[config.mk]
export PLATFORM = sky130hd
export DESIGN_NAME = input_state_flat
export DESIGN_NICKNAME = d
export VERILOG_FILES = /design/src/rtl/input_state_if.sv /design/src/rtl/input_state.sv /design/src/flat_wrapper.sv
export SDC_FILE = /design/constraint.sdc
export NUM_CORES = 1
export LEC_CHECK = 0
export CAP_MARGIN = 20
export CELL_PAD_IN_SITES_DETAIL_PLACEMENT = 0
export CELL_PAD_IN_SITES_GLOBAL_PLACEMENT = 2
export CORE_MARGIN = 2
export CORE_UTILIZATION = 38
export CTS_BUF_LIST = sky130_fd_sc_hd__clkbuf_2
export DETAILED_ROUTE_END_ITERATION = 7
export PLACE_DENSITY_LB_ADDON = 0.1
export SETUP_SLACK_MARGIN = 0.5
export SKIP_LAST_GASP = 1
export SLEW_MARGIN = 10
export SYNTH_ARGS = -nofsm -noshare
export SYNTH_HDL_FRONTEND = slang
export SYNTH_SLANG_ARGS = --single-unit
[constraint.sdc]
create_clock -name clk -period 3.8 [get_ports clk]
set_input_delay 0.57 -clock clk [delete_from_list [all_inputs] [get_ports clk]]
set_output_delay 0.57 -clock clk [all_outputs]
set_load 0.02 [all_outputs]
[src/rtl/input_state_if.sv]
// Bus between the game controller / button pads and the player-input capture block.
interface input_state_if;
    logic        en_input;
    logic [31:0] seq_in_input;
    logic [3:0]  round_ctr;
    logic [3:0]  btn_in;
    logic        press_valid;
    logic [1:0]  press_colour;
    logic        complete_input;
    logic        fail_input;
    logic        busy_input;

    modport master (
        output en_input, seq_in_input, round_ctr, btn_in,
        input  press_valid, press_colour, complete_input, fail_input, busy_input
    );

    modport slave (
        input  en_input, seq_in_input, round_ctr, btn_in,
        output press_valid, press_colour, complete_input, fail_input, busy_input
    );
endinterface

[src/rtl/input_state.sv]
// Player-input capture: synchronises four buttons, checks each press against the
// captured colour sequence and reports done/fail as single-cycle pulses.
module input_state #(
    parameter logic [15:0] TIMEOUT_CYCLES = 16'd50000,
    parameter int unsigned TO_W           = 16
) (
    input logic          clk,
    input logic          rst_n_input,
    input_state_if.slave bus
);
    localparam logic [1:0] IDLE         = 2'd0;
    localparam logic [1:0] WAIT_PRESS   = 2'd1;
    localparam logic [1:0] WAIT_RELEASE = 2'd2;

    localparam logic [TO_W-1:0] TO_LAST = TO_W'(TIMEOUT_CYCLES - 16'd1);

    logic [3:0]      s1_q, s2_q, s3_q;
    logic [1:0]      state_q, state_d;
    logic [3:0]      pos_q, pos_d;
    logic [31:0]     seq_q, seq_d;
    logic [3:0]      last_q, last_d;
    logic [TO_W-1:0] to_cnt_q, to_cnt_d;
    logic            pv_q, pv_d;
    logic [1:0]      colour_q, colour_d;
    logic            cmp_q, cmp_d;
    logic            fail_q, fail_d;

    logic [3:0] rise;
    logic       press_evt;
    logic       legal;
    logic [1:0] press_c;
    logic [1:0] exp_c;

    function automatic logic [1:0] onehot_to_colour(input logic [3:0] oh);
        case (oh)
            4'b0010: onehot_to_colour = 2'd1;
            4'b0100: onehot_to_colour = 2'd2;
            4'b1000: onehot_to_colour = 2'd3;
            default: onehot_to_colour = 2'd0;
        endcase
    endfunction

    // A press is legal only when one button rose and no other button is held.
    assign rise      = s2_q & ~s3_q;
    assign press_evt = (rise != 4'd0);
    assign legal     = press_evt && ((rise & (rise - 4'd1)) == 4'd0) && (s2_q == rise);
    assign press_c   = onehot_to_colour(rise);
    assign exp_c     = seq_q[{pos_q, 1'b0} +: 2];

    always_comb begin
        state_d  = state_q;
        pos_d    = pos_q;
        seq_d    = seq_q;
        last_d   = last_q;
        to_cnt_d = to_cnt_q;
        pv_d     = 1'b0;
        colour_d = colour_q;
        cmp_d    = 1'b0;
        fail_d   = 1'b0;
        case (state_q)
            IDLE: begin
                if (bus.en_input) begin
                    seq_d    = bus.seq_in_input;
                    last_d   = bus.round_ctr;
                    pos_d    = 4'd0;
                    to_cnt_d = '0;
                    state_d  = WAIT_PRESS;
                end
            end
            WAIT_PRESS: begin
                if (press_evt) begin
                    if (legal) begin
                        pv_d     = 1'b1;
                        colour_d = press_c;
                        if (press_c != exp_c) begin
                            fail_d  = 1'b1;
                            state_d = IDLE;
                        end else if (pos_q == last_q) begin
                            cmp_d   = 1'b1;
                            state_d = IDLE;
                        end else begin
                            pos_d   = pos_q + 4'd1;
                            state_d = WAIT_RELEASE;
                        end
                    end else begin
                        fail_d  = 1'b1;
                        state_d = IDLE;
                    end
                end else if (to_cnt_q == TO_LAST) begin
                    fail_d  = 1'b1;
                    state_d = IDLE;
                end else begin
                    to_cnt_d = to_cnt_q + TO_W'(1);
                end
            end
            WAIT_RELEASE: begin
                if (s2_q == 4'd0) begin
                    to_cnt_d = '0;
                    state_d  = WAIT_PRESS;
                end
            end
            default: state_d = IDLE;
        endcase
    end

    always_ff @(posedge clk or negedge rst_n_input) begin
        if (!rst_n_input) begin
            s1_q     <= 4'd0;
            s2_q     <= 4'd0;
            s3_q     <= 4'd0;
            state_q  <= IDLE;
            pos_q    <= 4'd0;
            seq_q    <= 32'd0;
            last_q   <= 4'd0;
            to_cnt_q <= '0;
            pv_q     <= 1'b0;
            colour_q <= 2'd0;
            cmp_q    <= 1'b0;
            fail_q   <= 1'b0;
        end else begin
            s1_q     <= bus.btn_in;
            s2_q     <= s1_q;
            s3_q     <= s2_q;
            state_q  <= state_d;
            pos_q    <= pos_d;
            seq_q    <= seq_d;
            last_q   <= last_d;
            to_cnt_q <= to_cnt_d;
            pv_q     <= pv_d;
            colour_q <= colour_d;
            cmp_q    <= cmp_d;
            fail_q   <= fail_d;
        end
    end

    assign bus.press_valid    = pv_q;
    assign bus.press_colour   = colour_q;
    assign bus.complete_input = cmp_q;
    assign bus.fail_input     = fail_q;
    assign bus.busy_input     = (state_q != IDLE);
endmodule
[src/flat_wrapper.sv]
// flat-port wrapper written by rule: the top's interface ports become plain ports
module input_state_flat 
#(
    parameter logic [15:0] TIMEOUT_CYCLES = 16'd50000,
    parameter int unsigned TO_W           = 16
)
  (clk, rst_n_input, bus_en_input, bus_seq_in_input, bus_round_ctr, bus_btn_in, bus_press_valid, bus_press_colour, bus_complete_input, bus_fail_input, bus_busy_input);
  input_state_if bus_i ();
  input logic clk;
  input logic rst_n_input;
  input wire logic [$bits(bus_i.en_input)-1:0] bus_en_input;
  input wire logic [$bits(bus_i.seq_in_input)-1:0] bus_seq_in_input;
  input wire logic [$bits(bus_i.round_ctr)-1:0] bus_round_ctr;
  input wire logic [$bits(bus_i.btn_in)-1:0] bus_btn_in;
  output wire logic [$bits(bus_i.press_valid)-1:0] bus_press_valid;
  output wire logic [$bits(bus_i.press_colour)-1:0] bus_press_colour;
  output wire logic [$bits(bus_i.complete_input)-1:0] bus_complete_input;
  output wire logic [$bits(bus_i.fail_input)-1:0] bus_fail_input;
  output wire logic [$bits(bus_i.busy_input)-1:0] bus_busy_input;
  assign bus_i.en_input = bus_en_input;
  assign bus_i.seq_in_input = bus_seq_in_input;
  assign bus_i.round_ctr = bus_round_ctr;
  assign bus_i.btn_in = bus_btn_in;
  assign bus_press_valid = bus_i.press_valid;
  assign bus_press_colour = bus_i.press_colour;
  assign bus_complete_input = bus_i.complete_input;
  assign bus_fail_input = bus_i.fail_input;
  assign bus_busy_input = bus_i.busy_input;
  input_state #(.TIMEOUT_CYCLES(TIMEOUT_CYCLES), .TO_W(TO_W)) u_core (.clk(clk), .rst_n_input(rst_n_input), .bus(bus_i));
endmodule
# Yosys cells after proc, flatten, opt, wreduce, memory -nomap -nowiden
# Cells that the tools add are included.
# op_classes
addsub	3
multipliers	0
div	0
order_cmp	0
eq_ne	18
n_shift	1
n_mux	33
bitwise_logic	3
reduce_logical	14
# ops
operator	count
$mux 16	4
$pmux 16 s3	1
$shiftx 32x6->2	1
$mux 4	5
$add 16x1->16 const B	1
$eq 16x16->1 const B	1
$mux 2	7
$mux 1	13
$pmux 2 s3	2
$ne 2x2->1 const B	5
$and 4x4->4	2
$eq 4x4->1	2
$logic_not 4->1	2
$pmux 4 s2	1
$ne 2x1->1 const B	3
$reduce_and 3->1	2
$reduce_and 6->1	1
$reduce_and 5->1	1
$add 4x1->4 const B	1
$eq 4x2->1 const B	1
$eq 4x3->1 const B	1
$eq 4x4->1 const B	1
$not 4->4	1
$reduce_bool 2->1	2
10 further kinds	11
# word_totals
register_bits	75
latchBits	0
ramBits	0
mem_bits_ro	0
output_inout_bits	6
wordCells	84
memories	0

# Longest topological paths before layout
# depth
word_depth	10
depth_mapped	8

# Least setup slack after synthesis
# No wires, ideal clock.
# synth_timing
path_kind	reg2reg
start	register u_core.pos_q[2]
end	register u_core.pos_q[0]
setup_time_ns	0.079
t_arrival_ns	2.406
path_slack_ns	1.315
path_stages_with_launch	9
path_buffers	2
cell_sequence	dfrtp_1 > buf_6 > mux4_1 > mux4_2 > or3_4 > nand4_4 > or2_1 > buf_6 > mux2i_1
# synth_via
elab_chain_cells	4
elab_cells_between_ends	6
classes_between	eq/ne (4); shift (1); reduce/logical (1)
# synth_rtl
element	line	source
start, declared	input_state.sv:19	logic [3:0] pos_q, pos_d;
start signal, assigned	input_state.sv:125	pos_q <= pos_d;
$shiftx 32x6->2	input_state.sv:48	assign exp_c = seq_q[{pos_q, 1'b0} +: 2];
$ne 2x2->1	input_state.sv:75	if (press_c != exp_c) begin
$ne 2x2->1 (no line)	--	
$reduce_and 6->1 (no line) *	--	
# Every way passes the cells marked *; elsewhere a longest branch is shown, timed or not.
# A chain may end at the register's enable or synchronous reset.

# Final worst setup path
# layout_timing
start	register u_core.pos_q[2]
end	register u_core.pos_q[1]
# The elaborated chain is that of the path after synthesis.

==> results.md <==
* Area contributors post-synth: dfrtp_1, nand2_1, mux4_2, mux4_1, xnor2_1
* Net count after synthesis at 394
* Buf/Inv on CP at 0
* Clk sinks at 75
* CP max stage delay at 0.77 ns
* Slew HR at 36.51%
* Largest net degree at the start of global routing at 76
* Diode count at 0
* Input/output buffers at 48
* GR Util met2 at 27.18%
* Max Cap Viol at 0
* Yosys warning count at 0
* Layout area overhead at 19.97%
* Worst Path Arrival at 3.32 ns
* Reg-to-Reg Start: u_core.pos_q[2]
* Post-cts sizing count at 0
* P per Cell Area at 646.4 nW/µm²
* Initial Utilization at 39.53%
* Family with the most delay on the worst path: multiplexers
* Routed vias at 2610
* Placer Congestion at 0.7748
* Clock buffer depth at 2
* CTS tree: done
* Mapped Cells at 349
* GR Util met1 at 25.21%
* Core ar. at 8763 µm²
* CTS root buf: clkbuf_2
* Setup TNS at 0 ns
* Max IR drop VDD at 0.2306 mV
* Routed WL per cell at 15.25 µm
* GRT met3 Usage at 4.568%
* Hold crit path type: in -> async
* Top Usage Layer GRT: met2
* Grt ovf at 0
* Post-synth EDFFs at 0
* Dpl ws at 0.9417 ns
* R2R cell count at 6
* Max Slew Vio Count at 0
* Worst Tran Pin Value at 0.9489 ns
* Hold Violations, Final at 0
* Die width at 99.49 µm
* Sequential area share after synthesis at 54.17%
* Netlist Area Pre-Place at 3465 µm²
* Period Utilization, post-route at 75.48%
* Worst R2R Setup Slack at 0.93 ns
* Terminus of the critical flop-to-flop path: u_core.pos_q[1]
* Clock transition at path regs at 0.21 ns
* Initial antenna violation count at 0
* Fmax at 0.3486 GHz
* Post-synth top flop: dfrtp_1
* Dpl hpwl at 5555 µm
* Setup Skew at 0.03660 ns
* Vias per inst at 5.128
* Crit start category: register
* Fin util at 47.43%
* Critical Path Stages at 6
* Post-synth top cells: nand2_1, dfrtp_1, nor2_1
* Share of cells above drive strength 1 at 7.232%
* Hold-fix buffers, CTS at 0
* Top-level I/O count at 49
* Die area at 9897 µm²
* P_leak at 1.900 nW
* Routed Antenna Nets at 0
* Setup Buffers After CTS at 0
* CP Capture Type: register
* Final-report setup violation count at 0
* Final net count at 441
* DRT Pass-1 Iters at 4
* Final setup margin at 0.9316 ns
* Crit path kind: reg -> reg
* All-Layer GR Usage at 17.59%
* Worst path slowest cell: dfrtp_1
* H-tree depth at 3
* Initial drt markers at 131
* Synth top area share at 54.17%
* Crit path cell chain: mux4_1 > mux4_2 > or3_1 > nand4_4 > or2_1 > mux2i_1
* Worst skew pair latency at 0.51 ns
* Status: complete, no violations
* Final Power at 0.002687 W
* Register bit count reported by yosys at 75
* Mean Syn Cell Area at 9.927 µm²
* Die H at 99.49 µm
* Global-route wire length before repair at 13610 µm
* Unrepaired setup endpoints after global routing: no
* Number of global-route vias before repair at 2679
* Number of CTS-inserted buffers at 9
* Placement Rows at 34
* Post-synthesis async set-or-reset flop share at 100.0%
* Min cycle time layout at 2.868 ns
* Crit Path Max Fanout at 13
* Critical Path RT at 4.25 ns
* Area leader, netlist: dfrtp_1
* Most common cell in the netlist: nand2_1
* Final wirelength at 7763 µm
* Post-synth cell types at 42
* DRC viols at 0
worst register-to-register path: stages, from the launching register on:
cell     delay, ns
dfrtp_1       0.77
mux4_1        0.64
mux4_2        0.49
or3_1         0.36
nand4_4       0.14
or2_1         0.21
mux2i_1       0.20
registers in the layout, indices dropped and copies added, names as in the netlist, 2 cells and up:
name                     count
u_core.s3_q                  4
u_core.seq_q                32
u_core.state_q               2
u_core.last_q                4
u_core.s1_q                  4
u_core.pos_q                 4
u_core.bus.press_colour      2
u_core.s2_q                  4
u_core.to_cnt_q             16
cell usage in the layout, fill, tap and decap left out, types with 2 or more instances in the layout:
cell / netlist / layout
nand4_1: 8 / 8
or2_2: 2 / 2
mux4_2: 6 / 6
clkdlybuf4s50_1: 0 / 47
nor3_1: 3 / 3
o21ai_0: 11 / 11
o31ai_1: 4 / 4
or4_1: 2 / 2
bufinv_16: 0 / 2
nor2b_1: 3 / 3
nor2_1: 15 / 14
buf_4: 0 / 2
xor2_1: 3 / 3
nor4_1: 3 / 3
or3_1: 9 / 9
o21ai_1: 2 / 2
mux2i_1: 3 / 3
ha_1: 2 / 2
xnor2_1: 9 / 9
dfrtp_1: 75 / 75
mux4_1: 4 / 4
clkbuf_2: 0 / 11
and3_1: 2 / 2
nor3b_1: 2 / 2
a21oi_1: 9 / 9
inv_1: 6 / 6
nand3_1: 10 / 10
nand2b_1: 5 / 5
nor4bb_1: 2 / 2
nand2_1: 122 / 122
final cells by class:
cell class                      count  area (µm²)
Timing Repair Buffer               49       485.5
Fill cell                         841        4607
Multi-Input combinational cell    255        1504
Inverter                            6       22.52
Clock buffer                       11       55.05
Sequential cell                    75        1877
Tap cell                          108       135.1
Clock inverter                      5       77.57
cells by family (layout without fill, tap and decap cells):
family	count (synthesis)	in the layout	share of synthesized area [%]
buffers and inverters	19	71	2.492
adders and majority gates	2	2	0.7222
xor gates and xnor gates	12	12	3.034
and+or+nand+nor	194	194	25.75
AOI/OAI and AO/OA	34	34	6.031
DFF	75	75	54.17
muxes	13	13	7.801
metal layers:
layer / share of wire (%) / vias to the layer above
met4: 0.37 / 0
li1: - / 1283
met1: 50 / 1280
met5: 0 / -
met2: 46 / 45
met3: 3.6 / 2
how the worst max path moves through the flow:
stage	startpoint	to
3_3_place_gp	u_core.pos_q[2]	u_core.pos_q[0]
6_report	u_core.pos_q[2]	u_core.pos_q[1]
5_1_grt	u_core.pos_q[2]	u_core.pos_q[0]
3_5_place_dp	u_core.pos_q[2]	u_core.pos_q[1]
4_1_cts	u_core.pos_q[2]	u_core.pos_q[1]
2_1_floorplan	u_core.pos_q[2]	u_core.pos_q[0]
stage by stage:
| step | instances | area, µm² | hold slack, ns |
|---|---|---|---|
| floorplan | 349 | 3465 | 0.2744 |
| global placement | 493 | 4024 | 0.3332 |
| detailed placement | 493 | 4024 | 0.3402 |
| CTS | 509 | 4156 | 0.1889 |
| global route | 509 | 4156 | 0.1929 |
| finish | 509 | 4156 | 0.1713 |
power breakdown:
group	total (W)	internal (W)	switching, W
sequential	0.00127	0.00104	0.000230
combinational	0.000928	0.000445	0.000482
clock	0.000494	0.000222	0.000272
Power figures use the tool's default switching activity.
==> edit: new RTL, same flow settings <==
`TO_W` is set to 16 in 2 places; all go to 20.
--- a/src/rtl/input_state.sv
+++ b/src/rtl/input_state.sv
@@ -2,7 +2,7 @@
 // captured colour sequence and reports done/fail as single-cycle pulses.
 module input_state #(
     parameter logic [15:0] TIMEOUT_CYCLES = 16'd50000,
-    parameter int unsigned TO_W           = 16
+    parameter int unsigned TO_W           = 20
 ) (
     input logic          clk,
     input logic          rst_n_input,
--- a/src/flat_wrapper.sv
+++ b/src/flat_wrapper.sv
@@ -2,7 +2,7 @@
 module input_state_flat 
 #(
     parameter logic [15:0] TIMEOUT_CYCLES = 16'd50000,
-    parameter int unsigned TO_W           = 16
+    parameter int unsigned TO_W           = 20
 )
   (clk, rst_n_input, bus_en_input, bus_seq_in_input, bus_round_ctr, bus_btn_in, bus_press_valid, bus_press_colour, bus_complete_input, bus_fail_input, bus_busy_input);
   input_state_if bus_i ();
Formal check against the unedited RTL: same outputs for any inputs over 10 cycles, from zero or initial values and one cycle with rst_n_input low; that may be too few to reach the edited logic, so the function may still have changed.
==> edit against the original RTL <==
  * Power shrank 1.7%
  * Area after synthesis grew 7.1%
  * Setup slack worse by 61 ps
  * Clock power increased by 6.7%
  * Critical endpoint is now u_core.pos_q[3]
  * Synthesized cell count rose by 8.6%
  * Die area increased by 6.8%
  * Cell area is 7.6% higher
  * Wire length increased by 7.1%
  * Critical path depth unchanged
  * Sequential cell count up 4
==> edit: results (changes against the original RTL) <==
[run_status]
outcome = complete, no violations  ; unchanged

[global_routing]
track_usage_pct = 16.7  ; was 17.6%
grt_pass1_wl_um = 13600  ; about the same
grt_max_degree = 80  ; was 76
grt_pass1_vias = 2606  ; was 2679

[routing]
vias = 2822  ; was 2610
drt_iter0_drc = 185  ; was 131
totalWireLength_um = 8320  ; was 7760 µm
viasPerCell = 4.99  ; was 5.13

[setup_path]
worstPathArrival_ps = 3340  ; was 3320 ps
rrSetupSlack_ps = 870  ; was 930 ps
cp_max_fo = 9  ; was 13
startpoint = u_core.pos_q[1]  ; was u_core.pos_q[2]
r2r_end = u_core.pos_q[3]  ; was u_core.pos_q[1]

[finish]
nets = 473  ; was 441
reg_top3 = u_core.seq_q x32, u_core.to_cnt_q x20  ; was u_core.seq_q x32, u_core.to_cnt_q x16
drive_gt1_share_pct = 8.55  ; was 7.23%
fillers = 974  ; was 841

[synthesis]
synthesis.nets = 424  ; was 394
synthesis.instances = 379  ; was 349
yosysUniqueCellTypes = 49  ; was 42
ys.flop_type = dfrtp_1  ; unchanged
synth_common_cells = nand2_1 (128), dfrtp_1 (79), or3_1 (16)  ; was nand2_1 (122), dfrtp_1 (75), nor2_1 (15)
synth_seq_area_share_pct = 53.3  ; was 54.2%
yosys-top-cells-area = dfrtp_1 (53%), nand2_1 (13%), mux4_2 (6.1%)  ; was dfrtp_1 (54%), nand2_1 (13%), mux4_2 (3.9%)

[place]
dp_hpwl_um = 5760  ; was 5560 µm
place.gp.congestion = 0.784  ; was 0.775
placed_cells = 548  ; was 493
portBuffers = 48  ; unchanged
dpl_cell_area_um2 = 4310  ; was 4020 µm²

[clock_network]
ctsRootBufferMaster = clkbuf_2  ; unchanged

[sta]
finClkSkew_ps = 33.4  ; was 36.6 ps
tns_ps = 0  ; unchanged
worst_pin_slew_ps = 728  ; was 949 ps

[hold_path]
holdCritPathClass = flop to flop  ; was input port to asynchronous set/reset pin

[pwr]
leakagePower_nw = 2.01  ; was 1.90 nW
p_sw_uw = 942  ; was 984 µW
ir_drop_mv = 0.213  ; was 0.231 mV

-- edit: cell count changes after synthesis, moves of 5 or more --
| cell | before | now |
|---|---|---|
| o21ai_0 | 11 | 6 |
| a21oi_1 | 9 | 14 |
| o21ai_1 | 2 | 10 |
| nand2_1 | 122 | 128 |
| nor2_1 | 15 | 10 |
| or3_1 | 9 | 16 |
-- edit: power groups by stage --
| stage | clock, mW | combinational (mW) | sequential (mW) |
|---|---|---|---|
| 6_report | 0.527 | 0.832 | 1.28 |
| 5_1_grt | 0.582 | 0.949 | 1.32 |
| 4_1_cts | 0.550 | 0.847 | 1.29 |
| 3_5_place_dp | 0 | 0.840 | 1.30 |
| 3_3_place_gp | 0 | 0.823 | 1.32 |
| 2_1_floorplan | 0 | 0.623 | 1.22 |
-- edit: routing by layer --
layer / track usage (%) / share of wire (%)
met5: 0 / 0
met4: 5.47 / 1.3
met1: 25.3 / 51
met3: 2.64 / 3.8
met2: 24.5 / 44
-- edit: layout make-up --
| class | count | share of cell area (%) |
|---|---|---|
| flip-flops and latches | 79 | 44.2 |
| multi-input cells | 277 | 36.5 |
| repair buffers | 53 | 11.9 |
| well taps | 133 | 3.72 |
| clock inverters | 5 | 1.85 |
| clock buffers | 11 | 1.23 |
| inverters | 8 | 0.671 |
-- edit: worst min path at each step --
stage,start,depth (start not counted),to,slack (ps)
floorplan,rst_n_input,0,u_core.bus.complete_input,270
detailed placement,u_core.s1_q[0],0,u_core.s2_q[0],340
CTS,rst_n_input,1,u_core.seq_q[20],200
global route,u_core.s1_q[0],0,u_core.s2_q[0],390
finish,u_core.s1_q[0],0,u_core.s2_q[0],380
global placement,u_core.s1_q[0],0,u_core.s2_q[0],330
-- edit: worst max-delay path, cell delays in order, from the launching register on --
cell and delay, ps:
dfrtp_1 660, mux4_2 570, mux4_2 490, o21ai_1 110, nand4_2 160, or3_1 490
a311o_1 380
-- edit: stage by stage --
stage / util, % / setup slack (ps) / hold WS [ps]
after CTS: 46.1 / 855 / 196
after floorplan: - / 1170 / 274
after detailed placement: 44.7 / 871 / 336
final: 46.4 / 871 / 376
after global routing: 46.4 / 710 / 390
after global placement: 44.7 / 966 / 333
-- edit: cells by family (layout without fill, tap and decap cells) --
group / count (synthesis) / count (layout) / share of synthesized area, %
compound gates: 52 / 52 / 9.10
flops: 79 / 79 / 53.3
xor+xnor: 8 / 8 / 1.89
simple gates: 202 / 202 / 25.4
buf+inv: 23 / 77 / 2.80
mux: 13 / 13 / 6.88
fa+ha+maj: 2 / 2 / 0.674
